--- src/rtl/ps2_smg_ctrlmod_if.sv ---
// rtl/ps2_smg_ctrlmod_if.sv - byte-in / display-word-out signal bundle for ps2_smg_ctrlmod
interface ps2_smg_ctrlmod_if;
  logic        iTrig;
  logic [7:0]  iData;
  logic        iClear;
  logic [23:0] oData;
  logic [2:0]  oExt;
  logic        oTrig;
  logic [7:0]  oHeld;

  // Receiver / clear source side
  modport master (
    output iTrig,
    output iData,
    output iClear,
    input  oData,
    input  oExt,
    input  oTrig,
    input  oHeld
  );

  // Sequencer side
  modport slave (
    input  iTrig,
    input  iData,
    input  iClear,
    output oData,
    output oExt,
    output oTrig,
    output oHeld
  );
endinterface

--- src/rtl/ps2_smg_ctrlmod.sv ---
// rtl/ps2_smg_ctrlmod.sv - PS/2 scan-code sequencer feeding a 3-key history to a 6-digit display (option: PS2_TYPEMATIC_FILTER_EN)
module ps2_smg_ctrlmod #(
  parameter int unsigned TIMEOUT_CYC = 1_000_000
) (
  input  logic             CLOCK,
  input  logic             RESET,
  ps2_smg_ctrlmod_if.slave bus
);

  localparam logic [7:0]  CODE_EXT = 8'hE0;
  localparam logic [7:0]  CODE_BRK = 8'hF0;
  localparam logic [19:0] CNT_LAST = 20'(TIMEOUT_CYC - 1);

  typedef enum logic [1:0] {
    ST_IDLE,
    ST_EXT,
    ST_BREAK,
    ST_EXT_BREAK
  } state_t;

  state_t      state_q, state_d;
  logic [19:0] cnt_q, cnt_d;
  logic [23:0] data_q, data_d;
  logic [2:0]  ext_q, ext_d;
  logic [7:0]  held_q, held_d;
  logic        trig_q, trig_d;

  logic        make_v;
  logic        make_ext;
  logic        rel_v;
  logic        repeat_drop;
  logic        do_push;

  // The held key is always the newest history entry (or zero after a release
  // or clear), so its ext flag is ext_q[0]; no separate register is needed.
`ifdef PS2_TYPEMATIC_FILTER_EN
  assign repeat_drop = (bus.iData == held_q) && (make_ext == ext_q[0]);
`else
  assign repeat_drop = 1'b0;
`endif

  assign do_push = make_v && !repeat_drop;

  // Prefix decoder: classifies each strobed byte and runs the prefix timeout
  always_comb begin
    state_d  = state_q;
    cnt_d    = cnt_q;
    make_v   = 1'b0;
    make_ext = 1'b0;
    rel_v    = 1'b0;
    if (bus.iTrig) begin
      cnt_d = '0;
      case (state_q)
        ST_IDLE: begin
          if (bus.iData == CODE_EXT) begin
            state_d = ST_EXT;
          end else if (bus.iData == CODE_BRK) begin
            state_d = ST_BREAK;
          end else begin
            make_v = 1'b1;
          end
        end
        ST_EXT: begin
          if (bus.iData == CODE_BRK) begin
            state_d = ST_EXT_BREAK;
          end else begin
            make_v   = 1'b1;
            make_ext = 1'b1;
            state_d  = ST_IDLE;
          end
        end
        ST_BREAK, ST_EXT_BREAK: begin
          // Any byte here, including E0/F0, is the released code
          rel_v   = 1'b1;
          state_d = ST_IDLE;
        end
        default: state_d = ST_IDLE;
      endcase
    end else if (state_q != ST_IDLE) begin
      if (cnt_q == CNT_LAST) begin
        state_d = ST_IDLE;
        cnt_d   = '0;
      end else begin
        cnt_d = cnt_q + 20'd1;
      end
    end else begin
      cnt_d = '0;
    end
  end

  // History, ext flags and held key; clear overrides a push in the same cycle
  always_comb begin
    data_d = data_q;
    ext_d  = ext_q;
    held_d = held_q;
    trig_d = 1'b0;
    if (bus.iClear) begin
      data_d = '0;
      ext_d  = '0;
      held_d = '0;
    end else if (do_push) begin
      data_d = {data_q[15:0], bus.iData};
      ext_d  = {ext_q[1:0], make_ext};
      held_d = bus.iData;
      trig_d = 1'b1;
    end else if (rel_v && (bus.iData == held_q)) begin
      held_d = '0;
    end
  end

  // State and output registers with synchronous active-low reset
  always_ff @(posedge CLOCK) begin
    if (!RESET) begin
      state_q <= ST_IDLE;
      cnt_q   <= '0;
      data_q  <= '0;
      ext_q   <= '0;
      held_q  <= '0;
      trig_q  <= 1'b0;
    end else begin
      state_q <= state_d;
      cnt_q   <= cnt_d;
      data_q  <= data_d;
      ext_q   <= ext_d;
      held_q  <= held_d;
      trig_q  <= trig_d;
    end
  end

  assign bus.oData = data_q;
  assign bus.oExt  = ext_q;
  assign bus.oHeld = held_q;
  assign bus.oTrig = trig_q;

endmodule

--- src/flat_wrapper.sv ---
// flat-port wrapper written by rule: the top's interface ports become plain ports
module ps2_smg_ctrlmod_flat 
#(
  parameter int unsigned TIMEOUT_CYC = 1_000_000
)
  (CLOCK, RESET, bus_iTrig, bus_iData, bus_iClear, bus_oData, bus_oExt, bus_oTrig, bus_oHeld);
  ps2_smg_ctrlmod_if bus_i ();
  input  logic CLOCK;
  input  logic RESET;
  input wire logic [$bits(bus_i.iTrig)-1:0] bus_iTrig;
  input wire logic [$bits(bus_i.iData)-1:0] bus_iData;
  input wire logic [$bits(bus_i.iClear)-1:0] bus_iClear;
  output wire logic [$bits(bus_i.oData)-1:0] bus_oData;
  output wire logic [$bits(bus_i.oExt)-1:0] bus_oExt;
  output wire logic [$bits(bus_i.oTrig)-1:0] bus_oTrig;
  output wire logic [$bits(bus_i.oHeld)-1:0] bus_oHeld;
  assign bus_i.iTrig = bus_iTrig;
  assign bus_i.iData = bus_iData;
  assign bus_i.iClear = bus_iClear;
  assign bus_oData = bus_i.oData;
  assign bus_oExt = bus_i.oExt;
  assign bus_oTrig = bus_i.oTrig;
  assign bus_oHeld = bus_i.oHeld;
  ps2_smg_ctrlmod #(.TIMEOUT_CYC(TIMEOUT_CYC)) u_core (.CLOCK(CLOCK), .RESET(RESET), .bus(bus_i));
endmodule
--- config.mk ---
export PLATFORM = sky130hd
export DESIGN_NAME = ps2_smg_ctrlmod_flat
export DESIGN_NICKNAME = d
export VERILOG_FILES = /design/src/rtl/ps2_smg_ctrlmod_if.sv /design/src/rtl/ps2_smg_ctrlmod.sv /design/src/flat_wrapper.sv
export SDC_FILE = /design/constraint.sdc
export NUM_CORES = 1
export LEC_CHECK = 0
export BUFFER_PORTS_ARGS = -buffer_cell sky130_fd_sc_hd__buf_2
export CORE_MARGIN = 2
export CORE_UTILIZATION = 54
export CTS_CLUSTER_DIAMETER = 200
export CTS_CLUSTER_SIZE = 12
export DETAILED_ROUTE_END_ITERATION = 12
export GPL_TIMING_DRIVEN = 0
export HOLD_SLACK_MARGIN = 0.1
export MAX_ROUTING_LAYER = met4
export PLACE_DENSITY = 0.83
export REMOVE_ABC_BUFFERS = 1
export SLEW_MARGIN = 10
export SYNTH_ARGS = -nofsm -noshare
export SYNTH_HDL_FRONTEND = slang
export SYNTH_SLANG_ARGS = --single-unit
--- constraint.sdc ---
create_clock -name CLOCK -period 2.23 [get_ports CLOCK]
set_input_delay 0.223 -clock CLOCK [delete_from_list [all_inputs] [get_ports CLOCK]]
set_output_delay 0.223 -clock CLOCK [all_outputs]
set_load 0.01 [all_outputs]
==> flow_metrics.tcl, run 1 <==
set metrics [dict create \
    htree_levels 3 \
    power_mw 1.994 \
    insertion_delay_ps 320 \
    vdd_ir_drop_max_v 0.0004245 \
    synth-seq-cells 58 \
    finalSetupViolCount 0 \
    whs_endpoint "u_core.bus.oData[5]$_SDFFE_PP0P_" \
    period_needed_ps 2009 \
    status "complete, no violations" \
    cts_root_buf "clkbuf_8" \
    clkSinkCount 58 \
    drive_gt1_frac 0.2239 \
    final_cell_mix "nand2_1, dfxtp_1, buf_2" \
    crit_fanout 20 \
    synth.avg_cell_area_um2 8.627 \
    port_buffers 47 \
    r2r_start "u_core.cnt_q[14]$_SDFF_PP0_" \
    final_util 0.6590 \
    cts.path.max_buffers 2 \
    rsz0062_at_grt "false" \
    routedWlPerCell_um 13.64 \
    hp-class "input port to register" \
    grt_pass1_vias 1939 \
    combPwrFrac 0.054 \
    post-cts-setup-buffers 0 \
    nNetsFinal 344 \
    fmax_mhz 497.9 \
    p_per_area_nw_per_um2 690.2 \
    place_congestion 0.8290 \
    num_io_pins 48 \
    cts_made_buffers 9 \
    critPathLaunchType "register" \
    die_h_um 71.60 \
    start_util 0.5628 \
    synth-seq-area-share 0.4706 \
    finalCritPeriodShare 0.9007 \
    drtAntennaViolNets 0 \
    worstSetupPathType "register to register" \
    drc 0 \
    antenna_found_initial 0 \
    dp_hpwl_um 3514 \
    first_pass_iters 4 \
    fin_skew_ps 7.275 \
    num_antenna_cells 0 \
    rrSetupSlack_ps 220 \
    drv_cap 0 \
    grt_max_degree 37 \
    r2r-end "u_core.cnt_q[6]$_SDFF_PP0_" \
    drt_iter0_markers 128 \
    seqPwrFrac 0.530 \
    core-area_um2 4384 \
    endpoint_kind "register" \
    vias 2146 \
    synthCells 286 \
    crit_arrival_ps 2200 \
    worstHoldStart "bus_iData[5]" \
    final_common_cell "nand2_1" \
    grt_usage 0.2236 \
    cp.required_ps 2420 \
    yosysWarningCount 0 \
    die_area_um2 5126 \
    grt_pass1_wl_um 8790 \
    critPathLaunch "u_core.cnt_q[14]$_SDFF_PP0_" \
    maxSlewHeadroom 0.2343 \
    swShare 0.2289 \
    path_clk_slew_ps 70 \
    tritoncts "built" \
    min_path_cells 3 \
    synthToLayoutAreaGrowth_pct 17.09 \
    num-fill-cells 371 \
    yosysUniqueCellTypes 41 \
    p_sw_mw 0.4563 \
    netlist_area_um2 2467 \
    power_frac_clock 0.416 \
    worstMarginPinSlew_ps 1149 \
    die_w_um 71.60 \
    rows 24 \
    worst-r2r-cell-count 4 \
    grt_overflow 0 \
    drt-total-wl_um 5277 \
    internal_power_mw 1.538 \
    drt-vias-per-instance 5.545 \
    total_leakage_power_nw 1.136 \
    hold_viol_final 0 \
    report.final.slew_viol_count 0 \
]
synth_stat cells:
master | count | area [um2]
nand4bb_1 | 1 | 11.26
a32o_1 | 4 | 40.04
o21ai_0 | 5 | 25.02
ha_1 | 1 | 12.51
nor3_1 | 2 | 10.01
o31a_1 | 1 | 8.760
clkbuf_1 | 7 | 26.28
or4_1 | 1 | 7.510
a211o_1 | 1 | 8.760
and2_1 | 2 | 12.51
nor4b_1 | 1 | 8.760
nand3_1 | 9 | 45.04
a31oi_1 | 2 | 12.51
nand4_4 | 1 | 21.27
nand2b_1 | 2 | 12.51
or3_1 | 5 | 31.28
a21oi_1 | 32 | 160.2
and4_2 | 1 | 10.01
o41ai_1 | 3 | 26.28
or4_4 | 2 | 22.52
a21o_1 | 1 | 7.510
buf_2 | 5 | 25.02
nor4_1 | 5 | 31.28
xor2_1 | 14 | 122.6
or4b_2 | 4 | 40.04
or3b_2 | 1 | 8.760
nand4_1 | 5 | 31.28
a311oi_1 | 1 | 8.760
inv_1 | 6 | 22.52
nand2_1 | 59 | 221.5
a21oi_2 | 1 | 8.760
dfxtp_1 | 58 | 1161
o31ai_1 | 2 | 15.01
nor2b_1 | 2 | 12.51
buf_4 | 2 | 15.01
xnor2_1 | 5 | 43.79
a41o_1 | 3 | 30.03
o31ai_4 | 1 | 21.27
and3_1 | 7 | 43.79
o2bb2ai_1 | 1 | 8.760
nor2_1 | 20 | 75.07
sequential cells by signal, summed over array words and instances, names as in the netlist:
| register | cells |
|---|---|
| u_core.state_q | 2 |
| u_core.cnt_q | 20 |
| u_core.bus.oData | 24 |
| u_core.bus.oExt | 3 |
| u_core.bus.oTrig | 1 |
| u_core.bus.oHeld | 8 |
worst max path at each step:
| stage | to | slack (ps) | cells after the start |
|---|---|---|---|
| 2_1_floorplan | u_core.bus.oHeld[7]$_SDFFE_PP0P_ | 290 | 4 |
| 3_3_place_gp | u_core.bus.oHeld[7]$_SDFFE_PP0P_ | -200 | 5 |
| 3_5_place_dp | u_core.bus.oHeld[7]$_SDFFE_PP0P_ | -190 | 5 |
| 4_1_cts | u_core.bus.oHeld[7]$_SDFFE_PP0P_ | 20 | 4 |
| 5_1_grt | u_core.cnt_q[5]$_SDFF_PP0_ | 40 | 4 |
| 6_report | u_core.cnt_q[6]$_SDFF_PP0_ | 220 | 4 |
critical path: stages, from the launching register on:
cell	delay, ps
dfxtp_1	400
or4b_2	610
nor4_1	340
a211o_2	430
nor2_1	90
area by class of cell:
type	instances	area [um2]	area share
clock buffers	12	155.1	0.05370
multi-input cells	208	1220	0.4223
well taps	52	65.06	0.02252
inverters	6	22.52	0.007796
repair buffers	48	250.2	0.08662
flip-flops and latches	58	1161	0.4019
clock inverters	3	15.01	0.005197
metal layers:
layer / vias to the layer above / part of all wire / track usage
li1: 1098 / - / -
met3: 5 / 0.046 / 0.04360
met2: 55 / 0.47 / 0.3333
met5: - / 0 / -
met4: 0 / 0.010 / 0.1111
met1: 988 / 0.47 / 0.2911
power groups by stage:
stage	logic, mW	clock network (mW)	registers (mW)
2_1_floorplan	0.0530	0	1.08
3_3_place_gp	0.103	0	1.08
3_5_place_dp	0.105	0	1.08
4_1_cts	0.105	0.851	1.06
5_1_grt	0.121	0.891	1.06
6_report	0.108	0.829	1.06
cell families after synthesis:
logic type                 after synthesis  share of synthesized area
DFF                                     58                     0.4706
buffers and inverters                   20                    0.03600
and+or+nand+nor                        130                     0.2662
xor gates and xnor gates                19                    0.06744
AOI/OAI and AO/OA                       58                     0.1547
adders and majority gates                1                   0.005070
metrics by stage:
stage / setup WS (ps) / area, um2 / instances / TNS, ps / hold slack [ps]
floorplan: 286.2 / 2401 / 272 / 0 / 359.0
global placement: -199.2 / 2701 / 371 / -3530 / 437.9
detailed placement: -190.0 / 2701 / 371 / -3614 / 445.0
CTS: 24.79 / 2873 / 386 / 0 / 171.2
global route: 42.69 / 2889 / 387 / 0 / 197.4
finish: 221.4 / 2889 / 387 / 0 / 187.1
timing repair:
item                       CTS  global route
setup endpoints to repair    2            29
resized for setup            1             1
hold buffers                 0             0
Note: power is estimated with default switching activity, not from simulation.
==> inputs of run 2 (changes only) <==
--- a/config.mk
+++ b/config.mk
@@ -6,15 +6,17 @@
 export NUM_CORES = 1
 export LEC_CHECK = 0
 export BUFFER_PORTS_ARGS = -buffer_cell sky130_fd_sc_hd__buf_2
+export CORE_ASPECT_RATIO = 1.25
 export CORE_MARGIN = 2
-export CORE_UTILIZATION = 54
+export CORE_UTILIZATION = 55
+export CTS_BUF_LIST = sky130_fd_sc_hd__clkbuf_4 sky130_fd_sc_hd__clkbuf_8 sky130_fd_sc_hd__clkbuf_16
 export CTS_CLUSTER_DIAMETER = 200
 export CTS_CLUSTER_SIZE = 12
 export DETAILED_ROUTE_END_ITERATION = 12
 export GPL_TIMING_DRIVEN = 0
 export HOLD_SLACK_MARGIN = 0.1
 export MAX_ROUTING_LAYER = met4
-export PLACE_DENSITY = 0.83
+export PLACE_DENSITY = 0.85
 export REMOVE_ABC_BUFFERS = 1
 export SLEW_MARGIN = 10
 export SYNTH_ARGS = -nofsm -noshare
==> constraint.sdc (replaced) <==
create_clock -name CLOCK -period 2.4 [get_ports CLOCK]
set_input_delay 0.24 -clock CLOCK [delete_from_list [all_inputs] [get_ports CLOCK]]
set_output_delay 0.24 -clock CLOCK [all_outputs]
set_load 0.01 [all_outputs]
==> flow_metrics.tcl, run 2 (synthesis gave the netlist of run 1 again) <==
set metrics [dict create \
    status "complete, no violations" \
    grt_pass1_vias 2015 \
    worstMarginPinSlew_ps 1130 \
    grt_max_degree 37 \
    die_w_um 63.91 \
    start_util 0.5662 \
    antenna_found_initial 0 \
    die_area_um2 5041 \
    post-cts-setup-buffers 0 \
    first_pass_iters 6 \
    period_needed_ps 2234 \
    final_area_um2 2900 \
    cp.required_ps 2600 \
    dp_hpwl_um 3405 \
    vdd_ir_drop_max_v 0.0004074 \
    num_io_pins 48 \
    path_clk_slew_ps 60 \
    min_path_cells 3 \
    drt-vias-per-instance 5.551 \
    finalCritPeriodShare 0.9310 \
    r2r_start "u_core.cnt_q[7]$_SDFF_PP0_" \
    maxSlewHeadroom 0.2466 \
    report.final.slew_viol_count 0 \
    fmax_mhz 447.5 \
    cts_made_buffers 9 \
    grt_overflow 0 \
    grt_usage 0.2188 \
    final_util 0.6655 \
    worstHoldStart "bus_iData[2]" \
    finalWorstSetupSlack_ps 165.5 \
    routedWlPerCell_um 13.00 \
    clkSinkCount 58 \
    hp-class "input port to register" \
    drive_gt1_frac 0.2262 \
    hold_viol_final 0 \
    dp_slack_ps -53.74 \
    drt_iter0_markers 209 \
    p_sw_mw 0.4535 \
    die_h_um 78.89 \
    place_congestion 0.8830 \
    worstSetupPathType "register to register" \
    dpl_cell_area_um2 2709 \
    endpoint_kind "register" \
    internal_power_mw 1.416 \
    final_common_cell "nand2_1" \
    r2r-end "u_core.cnt_q[3]$_SDFF_PP0_" \
    crit_arrival_ps 2430 \
    grt_pass1_wl_um 8473 \
    seqPwrFrac 0.525 \
    htree_levels 3 \
    num-fill-cells 349 \
    core-area_um2 4358 \
    tritoncts "built" \
    drv_cap 0 \
    rrSetupSlack_ps 170 \
    nNetsFinal 344 \
    drtAntennaViolNets 0 \
    final_cell_mix "nand2_1, dfxtp_1, buf_2" \
    total_leakage_power_nw 1.132 \
    ctsHoldBuffers 0 \
    finalSetupViolCount 0 \
    drc 0 \
    vias 2187 \
    cts.path.max_buffers 2 \
    largest_reg_flops 24 \
    insertion_delay_ps 330 \
    p_per_area_nw_per_um2 644.7 \
    whs_endpoint "u_core.bus.oData[2]$_SDFFE_PP0P_" \
    combPwrFrac 0.053 \
    rsz0062_at_grt "false" \
    power_frac_clock 0.422 \
    synthToLayoutAreaGrowth_pct 17.55 \
    num_antenna_cells 0 \
    crit_fanout 20 \
    rows 27 \
    worst-r2r-cell-count 4 \
    port_buffers 47 \
    cts_root_buf "clkbuf_8" \
    drt-total-wl_um 5121 \
    swShare 0.2425 \
    critPathLaunchType "register" \
    fin_skew_ps 7.830 \
]
-- run 2: changes by cell type in the layout (fill, tap and decap cells not counted) --
| cell | before | now |
|---|---|---|
| clkbuf_8 | 11 | 10 |
| clkbuf_1 | 1 | 0 |
| clkinvlp_4 | 0 | 2 |
| a211o_1 | 0 | 1 |
| clkbuf_4 | 0 | 1 |
| a211o_2 | 1 | 0 |
-- run 2: repair_timing --
action / 4_1_cts / 5_1_grt
resized for setup: 0 / 1
endpoints found under the setup margin: 0 / 3
hold endpoints to repair: 0 / 0
-- run 2: power by group through the flow --
stage               clock network (mW)  registers [mW]  logic, mW
floorplan                            0            1.01     0.0492
global placement                     0            1.00     0.0951
detailed placement                   0            1.00     0.0960
CTS                              0.802           0.981     0.0961
global route                     0.850           0.982      0.109
finish                           0.789           0.981     0.0996
-- run 2: metal layers --
metal / GRT usage / vias to the layer above / part of all wire / wire length [um]
met5: - / - / 0 / 0
met3: 0.08074 / 11 / 0.063 / 323
met4: 0.1022 / 0 / 0.012 / 61
li1: - / 1098 / - / -
met1: 0.2355 / 1019 / 0.44 / 2254
met2: 0.3573 / 59 / 0.48 / 2481
-- run 2: metrics by stage --
step	cells	TNS [ps]	power, mW	hold slack, ps
after detailed placement	377	-156.6	1.099	443.0
final	394	0	1.870	185.3
after global placement	377	-217.5	1.097	436.0
after CTS	393	0	1.879	171.7
after global routing	394	0	1.941	188.4
after floorplan	272	0	1.056	376.0
-- run 2: how the worst max path moves through the flow --
stage | cells after the start | end | start
finish | 4 | u_core.cnt_q[3]$_SDFF_PP0_ | u_core.cnt_q[7]$_SDFF_PP0_
global route | 4 | u_core.cnt_q[5]$_SDFF_PP0_ | u_core.cnt_q[7]$_SDFF_PP0_
CTS | 4 | u_core.cnt_q[8]$_SDFF_PP0_ | u_core.cnt_q[7]$_SDFF_PP0_
detailed placement | 5 | u_core.bus.oHeld[7]$_SDFFE_PP0P_ | bus_iData[0]
global placement | 5 | u_core.bus.oHeld[7]$_SDFFE_PP0P_ | bus_iData[0]
floorplan | 4 | u_core.bus.oHeld[7]$_SDFFE_PP0P_ | bus_iData[0]
-- run 2: layout make-up --
type / count / area, um2 / share of cell area
inverter: 6 / 22.52 / 0.007765
multi-input combinational: 208 / 1219 / 0.4202
sequential: 58 / 1161 / 0.4003
tap: 58 / 72.57 / 0.02502
clock buffer: 11 / 145.1 / 0.05004
timing repair buffer: 48 / 250.2 / 0.08628
clock inverter: 5 / 30.03 / 0.01035
-- run 2: critical path, stage by stage, from the launching register on --
cell     delay, ps
dfxtp_1        340
or4b_2         660
nor4_1         360
a211o_1        620
nor2_1         110
==> inputs of run 3 (changes only) <==
--- a/config.mk
+++ b/config.mk
@@ -6,9 +6,9 @@
 export NUM_CORES = 1
 export LEC_CHECK = 0
 export BUFFER_PORTS_ARGS = -buffer_cell sky130_fd_sc_hd__buf_2
-export CORE_ASPECT_RATIO = 1.25
+export CORE_ASPECT_RATIO = 0.5
 export CORE_MARGIN = 2
-export CORE_UTILIZATION = 55
+export CORE_UTILIZATION = 45
 export CTS_BUF_LIST = sky130_fd_sc_hd__clkbuf_4 sky130_fd_sc_hd__clkbuf_8 sky130_fd_sc_hd__clkbuf_16
 export CTS_CLUSTER_DIAMETER = 200
 export CTS_CLUSTER_SIZE = 12
@@ -16,7 +16,7 @@
 export GPL_TIMING_DRIVEN = 0
 export HOLD_SLACK_MARGIN = 0.1
 export MAX_ROUTING_LAYER = met4
-export PLACE_DENSITY = 0.85
+export PLACE_DENSITY = 0.72
 export REMOVE_ABC_BUFFERS = 1
 export SLEW_MARGIN = 10
 export SYNTH_ARGS = -nofsm -noshare
==> flow_metrics.tcl, run 3 (synthesis gave the netlist of run 1 again) <==
set metrics [dict create \
    num-fill-cells 475 \
    cts_root_buf "clkbuf_8" \
    crit_arrival_ps 2400 \
    rows 18 \
    drv_cap 0 \
    drt_iter0_markers 84 \
    vdd_ir_drop_max_v 0.0002946 \
    port_buffers 47 \
    total_leakage_power_nw 1.145 \
    num_antenna_cells 0 \
    fin_tns_setup_ps 0 \
    dpl_cell_area_um2 2724 \
    final_common_cell "nand2_1" \
    htree_levels 3 \
    period_needed_ps 2218 \
    ctsHoldBuffers 0 \
    drc 0 \
    drtAntennaViolNets 0 \
    tritoncts "built" \
    finalSetupViolCount 0 \
    worstHoldStart "bus_iData[2]" \
    rsz0062_at_grt "false" \
    critPathLaunchType "register" \
    drt-vias-per-instance 5.251 \
    final_util 0.5722 \
    worstMarginPinSlew_ps 1115 \
    grt_usage 0.1771 \
    dp_slack_ps -69.39 \
    r2r_start "u_core.cnt_q[7]$_SDFF_PP0_" \
    hold_viol_final 0 \
    rrSetupSlack_ps 180 \
    core-area_um2 5112 \
    die_h_um 56.36 \
    whs_ps 197.4 \
    crit_fanout 20 \
    power_mw 1.911 \
    die_area_um2 6127 \
    min_path_cells 3 \
    seq_area_um2 1161 \
    multi_input_area_um2 1217 \
    path_clk_slew_ps 60 \
    cts_made_buffers 9 \
    finalCritPeriodShare 0.9240 \
    worst-r2r-cell-count 4 \
    dp_hpwl_um 3488 \
    cp.required_ps 2580 \
    maxSlewHeadroom 0.2567 \
    insertion_delay_ps 320 \
    post-cts-setup-buffers 0 \
    r2r-end "u_core.cnt_q[9]$_SDFF_PP0_" \
    worstSetupPathType "register to register" \
    hp-class "input port to register" \
    grt_pass1_vias 1959 \
    start_util 0.4826 \
    first_pass_iters 4 \
    num_io_pins 48 \
    p_per_area_nw_per_um2 653.2 \
    drt-total-wl_um 5104 \
    synthToLayoutAreaGrowth_pct 18.56 \
    grt_pass1_wl_um 8411 \
    grt_max_degree 37 \
    endpoint_kind "register" \
    report.final.slew_viol_count 0 \
    final_cell_mix "nand2_1, dfxtp_1, buf_2" \
    largest_reg_flops 24 \
    status "complete, no violations" \
    final_cells 406 \
    clkSinkCount 58 \
    final_area_um2 2925 \
    fmax_mhz 450.9 \
    whs_endpoint "u_core.bus.oData[2]$_SDFFE_PP0P_" \
    grt_overflow 0 \
    ctsResizeCount 0 \
    cts.path.max_buffers 2 \
    place_congestion 0.8706 \
    nNetsFinal 344 \
    drive_gt1_frac 0.2232 \
    fin_skew_ps 2.846 \
    vias 2132 \
    routedWlPerCell_um 12.57 \
    antenna_found_initial 0 \
    place_inst 389 \
    finalWorstSetupSlack_ps 182.4 \
    critPathLaunch "u_core.cnt_q[7]$_SDFF_PP0_" \
    die_w_um 108.7 \
]
run 3: worst max-delay path, stage by stage (launching register included):
cell and delay, ps:
dfxtp_1 340, or4b_2 660, nor4_1 360, a211o_1 600
nor2_1 110
run 3: per-layer routing:
layer,up-vias,global-route usage,part of all wire
li1,1091,-,-
met1,988,0.1939,0.45
met2,47,0.3045,0.49
met3,6,0.04994,0.047
met4,0,0.07326,0.012
met5,-,-,0
run 3: layout make-up:
type                       count  share of cell area
multi-input combinational    208              0.4162
sequential                    58              0.3969
timing repair buffer          48             0.08426
clock buffer                  14             0.06159
tap                           70             0.02994
inverter                       6            0.007699
clock inverter                 2            0.003422
run 3: report_power, final:
| part | leakage [nW] | internal [mW] | switching [mW] |
|---|---|---|---|
| Sequential | 0.469 | 0.974 | 0.00785 |
| Combinational | 0.573 | 0.0342 | 0.0629 |
| Clock | 0.103 | 0.479 | 0.353 |
run 3: worst max-delay path by stage:
stage / slack, ps / cells after the start / to
final: 180 / 4 / u_core.cnt_q[9]$_SDFF_PP0_
after global routing: 10 / 4 / u_core.bus.oHeld[7]$_SDFFE_PP0P_
after CTS: 170 / 4 / u_core.cnt_q[9]$_SDFF_PP0_
after detailed placement: -70 / 5 / u_core.bus.oHeld[7]$_SDFFE_PP0P_
after global placement: -40 / 5 / u_core.bus.oHeld[7]$_SDFFE_PP0P_
after floorplan: 440 / 4 / u_core.bus.oHeld[7]$_SDFFE_PP0P_
